==> src/rtl/activation_mem_ctrl_if.sv <==
// Handshake and memory-side signal bundle for the activation memory controller.
// The controller side uses the slave modport; the stream source and memory side use master.
interface activation_mem_ctrl_if #(
  parameter int ADDR_WIDTH = 6
);
  logic                  start;
  logic [6:0]            act_in;
  logic                  act_in_valid;
  logic                  act_in_ready;
  logic                  weight_ready;
  logic [6:0]            Activation;
  logic [ADDR_WIDTH-1:0] Activation_Mem_Address_in;
  logic                  load_mem_done;
  logic                  Cal;
  logic                  busy;
  logic                  tile_done;

  modport master (
    output start, act_in, act_in_valid, weight_ready,
    input  act_in_ready, Activation, Activation_Mem_Address_in,
           load_mem_done, Cal, busy, tile_done
  );

  modport slave (
    input  start, act_in, act_in_valid, weight_ready,
    output act_in_ready, Activation, Activation_Mem_Address_in,
           load_mem_done, Cal, busy, tile_done
  );
endinterface

==> src/rtl/activation_mem_ctrl.sv <==
// Loads one tile of activations into memory, waits for weights, then runs the
// compute phase for CAL_CYCLES cycles and pulses tile_done.
module activation_mem_ctrl #(
  parameter int SIZE       = 8,
  parameter int MEM_SIZE   = SIZE * SIZE,
  parameter int ADDR_WIDTH = $clog2(MEM_SIZE),
  parameter int CAL_CYCLES = 3 * SIZE - 1
) (
  input  logic                    clk,
  input  logic                    rst,
  activation_mem_ctrl_if.slave    bus
);

  typedef enum logic [2:0] {
    IDLE,
    LOAD,
    FLUSH,
    WAIT,
    CAL,
    DONE
  } state_t;

  typedef struct packed {
    logic ready;
    logic ldone;
    logic cal;
    logic busy;
    logic done;
  } ctrl_t;

  localparam int                    CNT_W     = $clog2(CAL_CYCLES + 1);
  localparam logic [ADDR_WIDTH-1:0] LAST_BEAT = ADDR_WIDTH'(MEM_SIZE - 1);
  localparam logic [CNT_W-1:0]      LAST_CAL  = CNT_W'(CAL_CYCLES - 1);

  state_t                state;
  ctrl_t                 ctrl;
  logic [ADDR_WIDTH-1:0] beat_cnt;
  logic [CNT_W-1:0]      cal_cnt;
  logic                  beat_accept;

  // Output pattern is a pure function of the state being entered, so every
  // registered output always agrees with the state register.
  function automatic ctrl_t ctrl_for(input state_t s);
    ctrl_t c;
    c.ready = (s == LOAD);
    c.ldone = (s != LOAD) && (s != FLUSH);
    c.cal   = (s == CAL);
    c.busy  = (s != IDLE);
    c.done  = (s == DONE);
    return c;
  endfunction

  always_comb begin
    beat_accept = bus.act_in_valid & ctrl.ready;
  end

  always_ff @(posedge clk) begin
    if (rst) begin
      state                         <= IDLE;
      ctrl                          <= ctrl_for(IDLE);
      beat_cnt                      <= '0;
      cal_cnt                       <= '0;
      bus.Activation                <= '0;
      bus.Activation_Mem_Address_in <= '0;
    end else begin
      case (state)
        IDLE: begin
          if (bus.start) begin
            state    <= LOAD;
            ctrl     <= ctrl_for(LOAD);
            beat_cnt <= '0;
          end
        end
        LOAD: begin
          if (beat_accept) begin
            bus.Activation                <= bus.act_in;
            bus.Activation_Mem_Address_in <= beat_cnt;
            if (beat_cnt == LAST_BEAT) begin
              beat_cnt <= '0;
              state    <= FLUSH;
              ctrl     <= ctrl_for(FLUSH);
            end else begin
              beat_cnt <= beat_cnt + ADDR_WIDTH'(1);
            end
          end
        end
        // One extra write cycle so the memory captures the last beat.
        FLUSH: begin
          state <= WAIT;
          ctrl  <= ctrl_for(WAIT);
        end
        WAIT: begin
          if (bus.weight_ready) begin
            state   <= CAL;
            ctrl    <= ctrl_for(CAL);
            cal_cnt <= '0;
          end
        end
        CAL: begin
          if (cal_cnt == LAST_CAL) begin
            cal_cnt <= '0;
            state   <= DONE;
            ctrl    <= ctrl_for(DONE);
          end else begin
            cal_cnt <= cal_cnt + CNT_W'(1);
          end
        end
        DONE: begin
          state <= IDLE;
          ctrl  <= ctrl_for(IDLE);
        end
        default: begin
          state <= IDLE;
          ctrl  <= ctrl_for(IDLE);
        end
      endcase
    end
  end

  assign bus.act_in_ready  = ctrl.ready;
  assign bus.load_mem_done = ctrl.ldone;
  assign bus.Cal           = ctrl.cal;
  assign bus.busy          = ctrl.busy;
  assign bus.tile_done     = ctrl.done;

  a_cal_not_loading: assert property (@(posedge clk) disable iff (rst)
    !(ctrl.cal && !ctrl.ldone));

  a_beat_in_range: assert property (@(posedge clk) disable iff (rst)
    beat_cnt <= LAST_BEAT);

endmodule

==> src/flat_wrapper.sv <==
// flat-port wrapper written by rule: the top's interface ports become plain ports
module activation_mem_ctrl_flat 
#(
  parameter int SIZE       = 8,
  parameter int MEM_SIZE   = SIZE * SIZE,
  parameter int ADDR_WIDTH = $clog2(MEM_SIZE),
  parameter int CAL_CYCLES = 3 * SIZE - 1
)
  (clk, rst, bus_start, bus_act_in, bus_act_in_valid, bus_weight_ready, bus_act_in_ready, bus_Activation, bus_Activation_Mem_Address_in, bus_load_mem_done, bus_Cal, bus_busy, bus_tile_done);
  activation_mem_ctrl_if #(.ADDR_WIDTH(ADDR_WIDTH)) bus_i ();
  input  logic clk;
  input  logic rst;
  input wire logic [$bits(bus_i.start)-1:0] bus_start;
  input wire logic [$bits(bus_i.act_in)-1:0] bus_act_in;
  input wire logic [$bits(bus_i.act_in_valid)-1:0] bus_act_in_valid;
  input wire logic [$bits(bus_i.weight_ready)-1:0] bus_weight_ready;
  output wire logic [$bits(bus_i.act_in_ready)-1:0] bus_act_in_ready;
  output wire logic [$bits(bus_i.Activation)-1:0] bus_Activation;
  output wire logic [$bits(bus_i.Activation_Mem_Address_in)-1:0] bus_Activation_Mem_Address_in;
  output wire logic [$bits(bus_i.load_mem_done)-1:0] bus_load_mem_done;
  output wire logic [$bits(bus_i.Cal)-1:0] bus_Cal;
  output wire logic [$bits(bus_i.busy)-1:0] bus_busy;
  output wire logic [$bits(bus_i.tile_done)-1:0] bus_tile_done;
  assign bus_i.start = bus_start;
  assign bus_i.act_in = bus_act_in;
  assign bus_i.act_in_valid = bus_act_in_valid;
  assign bus_i.weight_ready = bus_weight_ready;
  assign bus_act_in_ready = bus_i.act_in_ready;
  assign bus_Activation = bus_i.Activation;
  assign bus_Activation_Mem_Address_in = bus_i.Activation_Mem_Address_in;
  assign bus_load_mem_done = bus_i.load_mem_done;
  assign bus_Cal = bus_i.Cal;
  assign bus_busy = bus_i.busy;
  assign bus_tile_done = bus_i.tile_done;
  activation_mem_ctrl #(.SIZE(SIZE), .MEM_SIZE(MEM_SIZE), .ADDR_WIDTH(ADDR_WIDTH), .CAL_CYCLES(CAL_CYCLES)) u_core (.clk(clk), .rst(rst), .bus(bus_i));
endmodule
==> config.mk <==
export PLATFORM = sky130hd
export DESIGN_NAME = activation_mem_ctrl_flat
export DESIGN_NICKNAME = d
export VERILOG_FILES = /design/src/rtl/activation_mem_ctrl_if.sv /design/src/rtl/activation_mem_ctrl.sv /design/src/flat_wrapper.sv
export SDC_FILE = /design/constraint.sdc
export NUM_CORES = 1
export LEC_CHECK = 0
export BUFFER_PORTS_ARGS = -buffer_cell sky130_fd_sc_hd__buf_2
export CORE_AREA = 4 4 56 58
export DETAILED_ROUTE_END_ITERATION = 7
export DIE_AREA = 0 0 60 62
export PLACE_DENSITY = 0.8
export SLEW_MARGIN = 0
export SYNTH_ARGS = -nofsm -noshare
export SYNTH_HDL_FRONTEND = slang
export SYNTH_SLANG_ARGS = --single-unit
==> constraint.sdc <==
create_clock -name clk -period 3.1 [get_ports clk]
set_input_delay 0.62 -clock clk [delete_from_list [all_inputs] [get_ports clk]]
set_output_delay 0.62 -clock clk [all_outputs]
set_load 0.02 [all_outputs]
==> impl_metrics.json, run 1 <==
{
  "final-hold-violation-count": 0,
  "vias": 1351,
  "finalSetupTns_ns": 0,
  "insertion_delay_ns": 0.34,
  "dp_hpwl_microns": 2360,
  "grt_max_degree": 34,
  "async_flop_share_pct": 0,
  "preCtsSetupSlack_ns": 1.36,
  "critical_path.max_stage_delay_ns": 0.60,
  "max_cap_violations": 0,
  "ys_seq_area_share_pct": 44.3,
  "layout_setup_ws_ns": 1.31,
  "yosys_warnings": 0,
  "power_density_nw_per_um2": 572,
  "cts_tree": "done",
  "cts.sinks": 32,
  "cts.hold.buffers_added": 0,
  "grt_pass1_vias": 1236,
  "syn_avg_cell_area_sq_um": 8.27,
  "final-seq-area_sq_um": 641,
  "n_fill_cell": 252,
  "vdd_drop_max_mv": 0.432,
  "initial_utilization_pct": 54.3,
  "viasPerCell": 5.77,
  "synth_cell_type_count": 42,
  "ant_nets": 0,
  "gp_congestion": 0.847,
  "fin_total_pwr_uw": 954,
  "worstPathArrival_ns": 2.05,
  "coreArea_sq_um": 2660,
  "min_path_cells": 2,
  "outcome": "finished clean",
  "placed_area_sq_um": 1590,
  "r2r-end": "u_core.beat_cnt[0]",
  "path_delay_family": "flip-flops",
  "syn_inst": 175,
  "maxSlewViolCount": 0,
  "fin_nets": 217,
  "swShare_pct": 29.9,
  "r2r_setup_slack_ns": 1.31,
  "fmax_mhz": 559,
  "grt.total_usage_pct": 20.0,
  "path_buf_inv": 0,
  "combPwrFrac_pct": 18.2,
  "design_area_sq_um": 1670,
  "cts_setup_buffers": 0,
  "seqPwrFrac_pct": 49.0,
  "final_cells": 234,
  "syn-num-nets": 190,
  "ctsLongestPathBuffers": 2,
  "numPortBuffers": 29,
  "ctsResizeCount": 0,
  "die_h_microns": 62,
  "crit_chain": "nand2b_1, a311oi_1, nor2_1, nor3_1",
  "layout-drive-gt1-share_pct": 19.7,
  "slowest_stage": "dfxtp_1",
  "multiInputGateArea_sq_um": 756,
  "min_from": "u_core.bus.Activation_Mem_Address_in[5]",
  "rsz0062_at_grt": "no",
  "finalSetupViolCount": 0,
  "slew_headroom_pct": 61.8,
  "p_leak_uw": 0.000698,
  "wire_per_inst_microns": 14.0,
  "cts_root_buffer": "clkbuf_4",
  "routed_wl_microns": 3280,
  "die_area_sq_um": 3720,
  "grt.overflow.total": 0,
  "min_period_over_period_pct": 57.7,
  "dp_cells": 226,
  "drt_pass1_iterations": 4,
  "fin_crit_ns": 1.79,
  "clk_pin_slew_worst_paths_ns": 0.10,
  "ios": 30,
  "worst_pin_slew_ns": 0.572,
  "hp-class": "flop to flop",
  "diodes": 0,
  "cp_max_fo": 13,
  "hold_end": "u_core.bus.Activation_Mem_Address_in[5]",
  "r2r_cells": 4,
  "p_switching_uw": 285,
  "area_growth_pct": 15.3,
  "cp-end-kind": "flop",
  "drtIter0Drc": 61,
  "cellInternalPower_uw": 668,
  "die_w_microns": 60,
  "antenna_found_initial": 0,
  "placementRows": 19,
  "path_class": "flop to flop",
  "htree_levels": 2,
  "syn_area_sq_um": 1450,
  "synthFlopType": "dfxtp_1",
  "drc": 0,
  "clockPowerShare_pct": 32.8,
  "synth-edff-count": 0,
  "numCtsBuffers": 5,
  "r2r-start": "u_core.state[0]",
  "worst_setup_path_start_kind": "flop",
  "worstPathRequired_ns": 3.36,
  "grt_pass1_wl_microns": 5410,
  "synth_seq_cells": 32,
  "clock_skew_ns": 0.00860
}
## worst max-delay path by stage
stage / slack [ns] / start / to / cells past startpoint
floorplan: 1.53 / bus_act_in_valid / u_core.bus.Activation[0] / 6
global route: 1.21 / u_core.state[0] / u_core.beat_cnt[0] / 4
CTS: 1.34 / u_core.state[0] / u_core.bus.tile_done / 4
finish: 1.31 / u_core.state[0] / u_core.beat_cnt[0] / 4
detailed placement: 1.36 / u_core.state[0] / u_core.bus.tile_done / 4
global placement: 1.44 / bus_weight_ready / u_core.bus.tile_done / 5
## layout by cell type, fill, tap and decap left out, types with 2 or more instances in the layout
cell type,n
xor2_1,4
nand4b_1,2
nor2_1,11
buf_2,29
ha_1,3
a21oi_1,20
dfxtp_1,32
nand3_1,8
clkbuf_4,5
inv_1,3
a31oi_1,3
nand2_1,29
o21ai_0,5
xnor2_1,2
and3_1,4
a22oi_1,2
nand2b_1,3
nor2b_1,2
o31ai_1,2
nor3_1,10
## state kept, by name, summed over array words and instances (netlist names)
signal / count
u_core.bus.Activation: 7
u_core.beat_cnt: 6
u_core.bus.Activation_Mem_Address_in: 6
u_core.cal_cnt: 5
u_core.state: 3
u_core.bus.Cal: 1
u_core.bus.act_in_ready: 1
u_core.bus.busy: 1
u_core.bus.load_mem_done: 1
u_core.bus.tile_done: 1
## kinds of logic after synthesis
group                      share of synthesized area (%)
buffers and inverters                               3.46
adders and majority gates                           2.60
xor gates and xnor gates                            3.63
DFF                                                 44.3
muxes                                              0.778
and+or+nand+nor                                     27.1
AOI/OAI and AO/OA                                   18.2
## cell usage after synthesis (2+ instances only)
master | instances | area share [%]
a22oi_1 | 2 | 1.0
xnor2_1 | 2 | 1.2
nand3_1 | 8 | 2.8
inv_1 | 3 | 0.78
nor2_1 | 11 | 2.9
o31ai_1 | 2 | 1.0
clkbuf_1 | 4 | 1.0
nand2_1 | 29 | 7.5
a31oi_1 | 3 | 1.3
a21oi_1 | 20 | 6.9
buf_2 | 4 | 1.4
nor3_1 | 10 | 3.5
ha_1 | 3 | 2.6
xor2_1 | 4 | 2.4
nor2b_1 | 2 | 0.86
nand4b_1 | 2 | 1.2
o21ai_0 | 5 | 1.7
nand2b_1 | 3 | 1.3
dfxtp_1 | 32 | 44
and3_1 | 4 | 1.7
## stage by stage
| stage | util [%] | hold slack [ns] |
|---|---|---|
| finish | 62.6 | 0.457 |
| global route | 62.6 | 0.487 |
| CTS | 62.6 | 0.460 |
| detailed placement | 59.8 | 0.446 |
| global placement | 59.8 | 0.439 |
| floorplan | - | 0.453 |
## cell type report
class,count,share of cell area (%)
Clock buffer,6,2.48
Tap cell,31,2.33
Sequential cell,32,38.4
Multi-Input combinational cell,131,45.3
Clock inverter,2,2.10
Inverter,3,0.675
Timing Repair Buffer,29,8.70
## per-layer routing
layer  track usage [%]  up-vias  wire [microns]
met5                 0        -               0
met4              12.0        0              76
met3              6.40       12             168
met2              32.6       39            1700
met1              23.0      623            1330
li1                  -      677               -
## worst min-delay path, cell delays in order (launching register included)
cell	delay [ns]
dfxtp_1	0.32
nand2_1	0.05
a21oi_1	0.05
## power by group through the flow
stage	sequential (uW)	clock [uW]	combinational (uW)
finish	467	313	174
global route	472	339	195
CTS	467	323	172
detailed placement	476	0	172
global placement	473	0	166
floorplan	476	0	127
No activity file was read; power rests on OpenSTA's default activity.
==> run 2, diff against run 1 <==
ABC_AREA = 1   (was not set)
CORE_AREA = 4 4 42 81   (was 4 4 56 58)
DIE_AREA = 0 0 46 85   (was 0 0 60 62)
PLACE_DENSITY = 0.76   (was 0.8)
clock period = 1.8 ns   (was 3.1 ns; I/O delays follow)
==> run 2 against run 1 <==
Highest routed layer unchanged. Sequential power grew 85%. Clock skew shrank 0.0040 ns. Largest cell class unchanged. Final cell count grew 6.0%. Critical path type unchanged.
==> impl_metrics.json, run 2 <==
{
  "fin_total_pwr_uw": 2160,
  "synth_cell_type_count": 30,
  "cp-end-kind": "flop",
  "outcome": "finished clean",
  "syn_inst": 186,
  "grt_busiest_layer": "met2",
  "finalSetupTns_ns": 0,
  "worstPathArrival_ns": 1.63,
  "synth-adder-area-share_pct": 2.59,
  "layout_commonest_cell": "nand2_1",
  "grt.total_usage_pct": 18.5,
  "fmax_mhz": 682,
  "grt_pass1_wl_microns": 5420,
  "holdWs_ns": 0.313,
  "numCtsBuffers": 5,
  "synth_top_family_by_area": "simple AND/OR/NAND/NOR gates",
  "die_area_sq_um": 3910,
  "synthFlopType": "dfxtp_1",
  "yosys-top-cells-area": "dfxtp_1 44%, nand2_1 13%, a21oi_1 9.0%, nand3_1 4.1%, inv_1 3.4%",
  "async_flop_share_pct": 0,
  "synth_top_area_cell": "dfxtp_1",
  "grt_util_met1_pct": 18.5,
  "worstPathRequired_ns": 1.96,
  "coreArea_sq_um": 2770,
  "synth_compound_area_share_pct": 12.9,
  "numPortBuffers": 29,
  "slew_headroom_pct": 76.9,
  "gr-usage-met3_pct": 4.88,
  "p_leak_uw": 0.000754,
  "netlist_top_cells_count": "52 x nand2_1, 32 x dfxtp_1, 26 x a21oi_1",
  "critical_path.max_stage_delay_ns": 0.39,
  "final_cells": 248,
  "cp_max_fo": 7,
  "syn_avg_cell_area_sq_um": 7.79,
  "yosys-mux-area-fraction_pct": 0,
  "die_h_microns": 85,
  "synth_seq_cells": 32,
  "regMostFlops": "u_core.bus.Activation",
  "hp-class": "primary input to flop",
  "vias": 1289,
  "ctsResizeCount": 0,
  "min_period_over_period_pct": 81.4,
  "drt_pass1_iterations": 4,
  "dp_hpwl_microns": 2390,
  "die_w_microns": 46,
  "ios": 30,
  "finalSetupViolCount": 0,
  "antenna_found_initial": 0,
  "synthXorXnorAreaFrac_pct": 1.81,
  "largest_registers": "u_core.bus.Activation: 7 flops, u_core.beat_cnt: 6 flops, u_core.bus.Activation_Mem_Address_in: 6 flops",
  "synth-edff-count": 0,
  "grt_max_degree": 20,
  "multiInputGateArea_sq_um": 721,
  "rsz0062_at_grt": "no",
  "utilization_pct": 61.9,
  "max_cap_violations": 0,
  "crit_chain": "ha_1, nand3_1, nor2_1, nor2_2, nor2_4, nand2_4, nand2_1, a21oi_1",
  "insertion_delay_ns": 0.28,
  "synth_top_area_share_pct": 44.2,
  "cts_tree": "done",
  "synth_simple_gate_area_share_pct": 32.5,
  "fin_nets": 233,
  "htree_levels": 2,
  "layout-drive-gt1-share_pct": 24.7,
  "gp_congestion": 0.911,
  "cts_root_buffer": "clkbuf_8",
  "power_density_nw_per_um2": 1260,
  "initial_utilization_pct": 52.3,
  "largest_register_ffs": 7,
  "clk_pin_slew_worst_paths_ns": 0.07,
  "slowest_stage": "dfxtp_1",
  "fin_crit_ns": 1.47,
  "path_class": "flop to flop",
  "cts.sinks": 32,
  "synthMostInstantiatedCell": "nand2_1",
  "r2r_cells": 8,
  "viasPerCell": 5.20,
  "wire_per_inst_microns": 12.8,
  "final-hold-violation-count": 0,
  "cts_setup_buffers": 0,
  "drtIter0Drc": 17,
  "routed_wl_microns": 3170,
  "worst_pin_slew_ns": 0.346,
  "use_met2_pct": 31.3,
  "ys_seq_area_share_pct": 44.2,
  "diodes": 0,
  "clock_skew_ns": 0.00465,
  "drc": 0,
  "grt_pass1_vias": 1274,
  "min_path_cells": 2,
  "final-seq-area_sq_um": 641,
  "placementRows": 27,
  "final_cell_mix": "52 x nand2_1, 32 x dfxtp_1, 29 x buf_2",
  "cts.hold.buffers_added": 0,
  "syn-num-nets": 201,
  "area_growth_pct": 18.3,
  "yosys_warnings": 0,
  "grt.overflow.total": 0,
  "n_fill_cell": 248,
  "ant_nets": 0,
  "worst_setup_path_start_kind": "flop",
  "ctsLongestPathBuffers": 2,
  "syn_area_sq_um": 1450,
  "vdd_drop_max_mv": 1.12,
  "maxSlewViolCount": 0,
  "dp_cells": 240
}
[run 2: changes by cell type in the layout (fill, tap and decap cells not counted), moves of 5 or more]
cell	previous run	this run
nand2_1	29	52
inv_1	3	13
clkbuf_4	5	0
clkbuf_8	0	5
a21oi_1	20	26
nor3_1	10	1
[run 2: power by group]
group	internal [uW]	total (uW)	switching (uW)
Sequential	780	865	84.9
Combinational	223	636	413
Clock	410	660	250
Total	1410	2160	748
[run 2: stage by stage]
step / cell area (sq um) / worst slack (ns)
2_1_floorplan: 1450 / 0.501
3_3_place_gp: 1610 / 0.340
3_5_place_dp: 1610 / 0.336
4_1_cts: 1710 / 0.330
5_1_grt: 1710 / 0.164
6_report: 1710 / 0.334
[run 2: final timing paths]
check,slack [ns],from,end
setup / recovery,0.33,u_core.beat_cnt[0],u_core.bus.act_in_ready
hold / removal,0.31,rst,u_core.cal_cnt[1]
setup reg to reg,0.33,u_core.beat_cnt[0],u_core.bus.act_in_ready
hold reg to reg,0.46,u_core.bus.load_mem_done,u_core.bus.load_mem_done
[run 2: cell families (layout without fill, tap and decap cells)]
group | Yosys count | count (layout)
DFF | 32 | 32
buffers and inverters | 20 | 53
adders and majority gates | 3 | 3
and+or+nand+nor | 93 | 93
xor gates and xnor gates | 3 | 3
AOI/OAI and AO/OA | 35 | 35
[run 2: metal layers]
layer / part of all wire, % / vias to the layer above
met4: 4.6 / 0
met1: 38 / 565
li1: - / 676
met3: 4.2 / 17
met5: 0 / -
met2: 53 / 31
[run 2: area by class of cell]
type | count | share of cell area (%)
Clock inverter | 2 | 2.04
Multi-Input combinational cell | 134 | 42.0
Clock buffer | 6 | 4.23
Tap cell | 29 | 2.12
Sequential cell | 32 | 37.4
Inverter | 15 | 3.28
Timing Repair Buffer | 30 | 8.91
[run 2: worst max-delay path: cells and delay by family, from the launching register on]
| kind | cells | cell delay [ns] |
|---|---|---|
| DFF | 1 | 0.39 |
| adders and majority gates | 1 | 0.20 |
| AOI/OAI and AO/OA | 1 | 0.05 |
| and+or+nand+nor | 6 | 0.70 |
==> run 3, diff against run 2 <==
ABC_AREA = 0   (was 1)
clock period = 1.4 ns   (was 1.8 ns; I/O delays follow)
==> run 3 against run 2 <==
The flow now finishes with violations (negative setup slack). Wire length up 43%. Non-clock buffer count up 38. Combinational power up 13%. Critical endpoint is now u_core.cal_cnt[4].
==> impl_metrics.json, run 3 (same netlist as run 1, synthesis figures left out) <==
{
  "outcome": "complete, but fails checks",
  "failed_checks": "negative setup slack",
  "clk_pin_slew_worst_paths_ns": 0.07,
  "drc": 0,
  "grt_pass1_wl_microns": 7160,
  "ctsLongestPathBuffers": 2,
  "cts_root_buffer": "clkbuf_8",
  "cts.sinks": 32,
  "grt.total_usage_pct": 24.5,
  "vdd_drop_max_mv": 0.924,
  "design_area_sq_um": 2150,
  "insertion_delay_ns": 0.29,
  "min_from": "bus_act_in[1]",
  "clock_skew_ns": 0.00892,
  "grt.overflow.total": 0,
  "routed_wl_microns": 4530,
  "drt_pass1_iterations": 5,
  "numCtsBuffers": 5,
  "layout-drive-gt1-share_pct": 43.4,
  "viasPerCell": 5.83,
  "largest_registers": "u_core.bus.Activation: 7 flops, u_core.beat_cnt: 6 flops, u_core.bus.Activation_Mem_Address_in: 6 flops",
  "placed_area_sq_um": 1910,
  "worstPathRequired_ns": 1.62,
  "power_density_nw_per_um2": 1220,
  "layout_setup_ws_ns": -0.0370,
  "placementRows": 27,
  "fin_nets": 256,
  "worst_setup_path_start_kind": "flop",
  "cts_tree": "done",
  "grt_pass1_vias": 1633,
  "worst_pin_slew_ns": 0.255,
  "ant_nets": 0,
  "hp-class": "primary input to flop",
  "antenna_found_initial": 0,
  "regMostFlops": "u_core.bus.Activation",
  "final-hold-violation-count": 0,
  "die_h_microns": 85,
  "p_leak_uw": 0.000939,
  "numPortBuffers": 29,
  "worstPathArrival_ns": 1.66,
  "layout_commonest_cell": "buf_4",
  "wire_per_inst_microns": 16.7,
  "r2r-start": "u_core.state[1]",
  "initial_utilization_pct": 52.2,
  "critical_path.max_stage_delay_ns": 0.45,
  "ios": 30,
  "path_class": "flop to flop",
  "cp-end-kind": "flop",
  "htree_levels": 2,
  "max_cap_violations": 0,
  "rsz0062_at_grt": "yes",
  "fin_crit_ns": 1.44,
  "largest_register_ffs": 7,
  "final_cell_mix": "36 x buf_4, 29 x nand2_1, 29 x buf_2",
  "diodes": 0,
  "vias": 1580,
  "maxSlewViolCount": 0,
  "cp-startpoint": "u_core.state[1]",
  "crit_chain": "or3b_4, or3_1, a21oi_2",
  "cp_max_fo": 8,
  "die_w_microns": 46,
  "n_fill_cell": 212,
  "slew_headroom_pct": 82.9,
  "fmax_mhz": 696,
  "slowest_stage": "or3b_4",
  "gp_congestion": 0.866,
  "min_period_over_period_pct": 103,
  "area_growth_pct": 48.6,
  "drtIter0Drc": 35,
  "finalSetupViolCount": 2,
  "final_cells": 271,
  "grt_max_degree": 15,
  "die_area_sq_um": 3910,
  "cts.hold.buffers_added": 0,
  "dp_hpwl_microns": 3190,
  "dp_cells": 261,
  "coreArea_sq_um": 2770
}
run 3: cell count changes in the layout (fill, tap and decap cells not counted), sizes merged, moves of 3 or more:
cell / previous run / this run
a21oi: 29 / 20
nand3: 15 / 8
nand2b: 0 / 3
nand2: 55 / 29
a31oi: 0 / 3
buf: 30 / 68
nor3: 2 / 10
inv: 15 / 3
run 3: final cells by class:
cell class,count,area (sq um),share of cell area (%)
Clock buffer,5,68.8,3.20
Tap cell,29,36.3,1.69
Clock inverter,3,42.5,1.98
Sequential cell,32,654,30.4
Multi-Input combinational cell,131,870,40.5
Inverter,3,11.3,0.524
Timing Repair Buffer,68,467,21.7
run 3: report_power, final:
| part | internal [uW] | total [uW] | switching [uW] | leakage, uW |
|---|---|---|---|---|
| clock | 526 | 880 | 354 | 0.0000541 |
| sequential | 970 | 1030 | 63.7 | 0.000263 |
| combinational | 351 | 717 | 366 | 0.000622 |
| total | 1850 | 2630 | 784 | 0.000939 |
run 3: layer usage:
layer | vias up | routed length, microns | GRT usage [%]
li1 | 754 | - | -
met1 | 740 | 1550 | 23.4
met2 | 61 | 2550 | 42.5
met3 | 25 | 222 | 5.73
met4 | 0 | 215 | 16.6
met5 | - | 0 | 0
run 3: through the flow:
step                      setup WS [ns]  util [%]  setup TNS (ns)  power, uW  hold WS (ns)
after floorplan                 -0.0311         -         -0.0311       1360         0.388
after global placement          -0.0598      68.9          -0.192       1630         0.439
after detailed placement         -0.117      68.9          -0.607       1650         0.443
after CTS                       -0.0351      74.6         -0.0351       2540         0.219
after global routing            -0.0786      77.6          -0.345       2750         0.221
final                           -0.0370      77.6         -0.0589       2630         0.219
run 3: repair_timing:
action / CTS / global route
endpoints found under the setup margin: 14 / 23
pin swaps: 7 / 6
gates resized for setup: 16 / 16
setup buffers: 1 / 1
run 3: critical path: cells and delay by family (launching register included):
kind | cells | cell delay [ns]
simple gates | 2 | 0.85
flops | 1 | 0.37
compound gates | 1 | 0.16
run 3: worst paths after layout:
path | cells past startpoint | slack [ns] | endpoint
min reg2reg | 2 | 0.45 | u_core.bus.Activation_Mem_Address_in[4]
min | 3 | 0.22 | u_core.bus.Activation[1]
max reg2reg | 3 | -0.04 | u_core.cal_cnt[4]
max | 3 | -0.04 | u_core.cal_cnt[4]
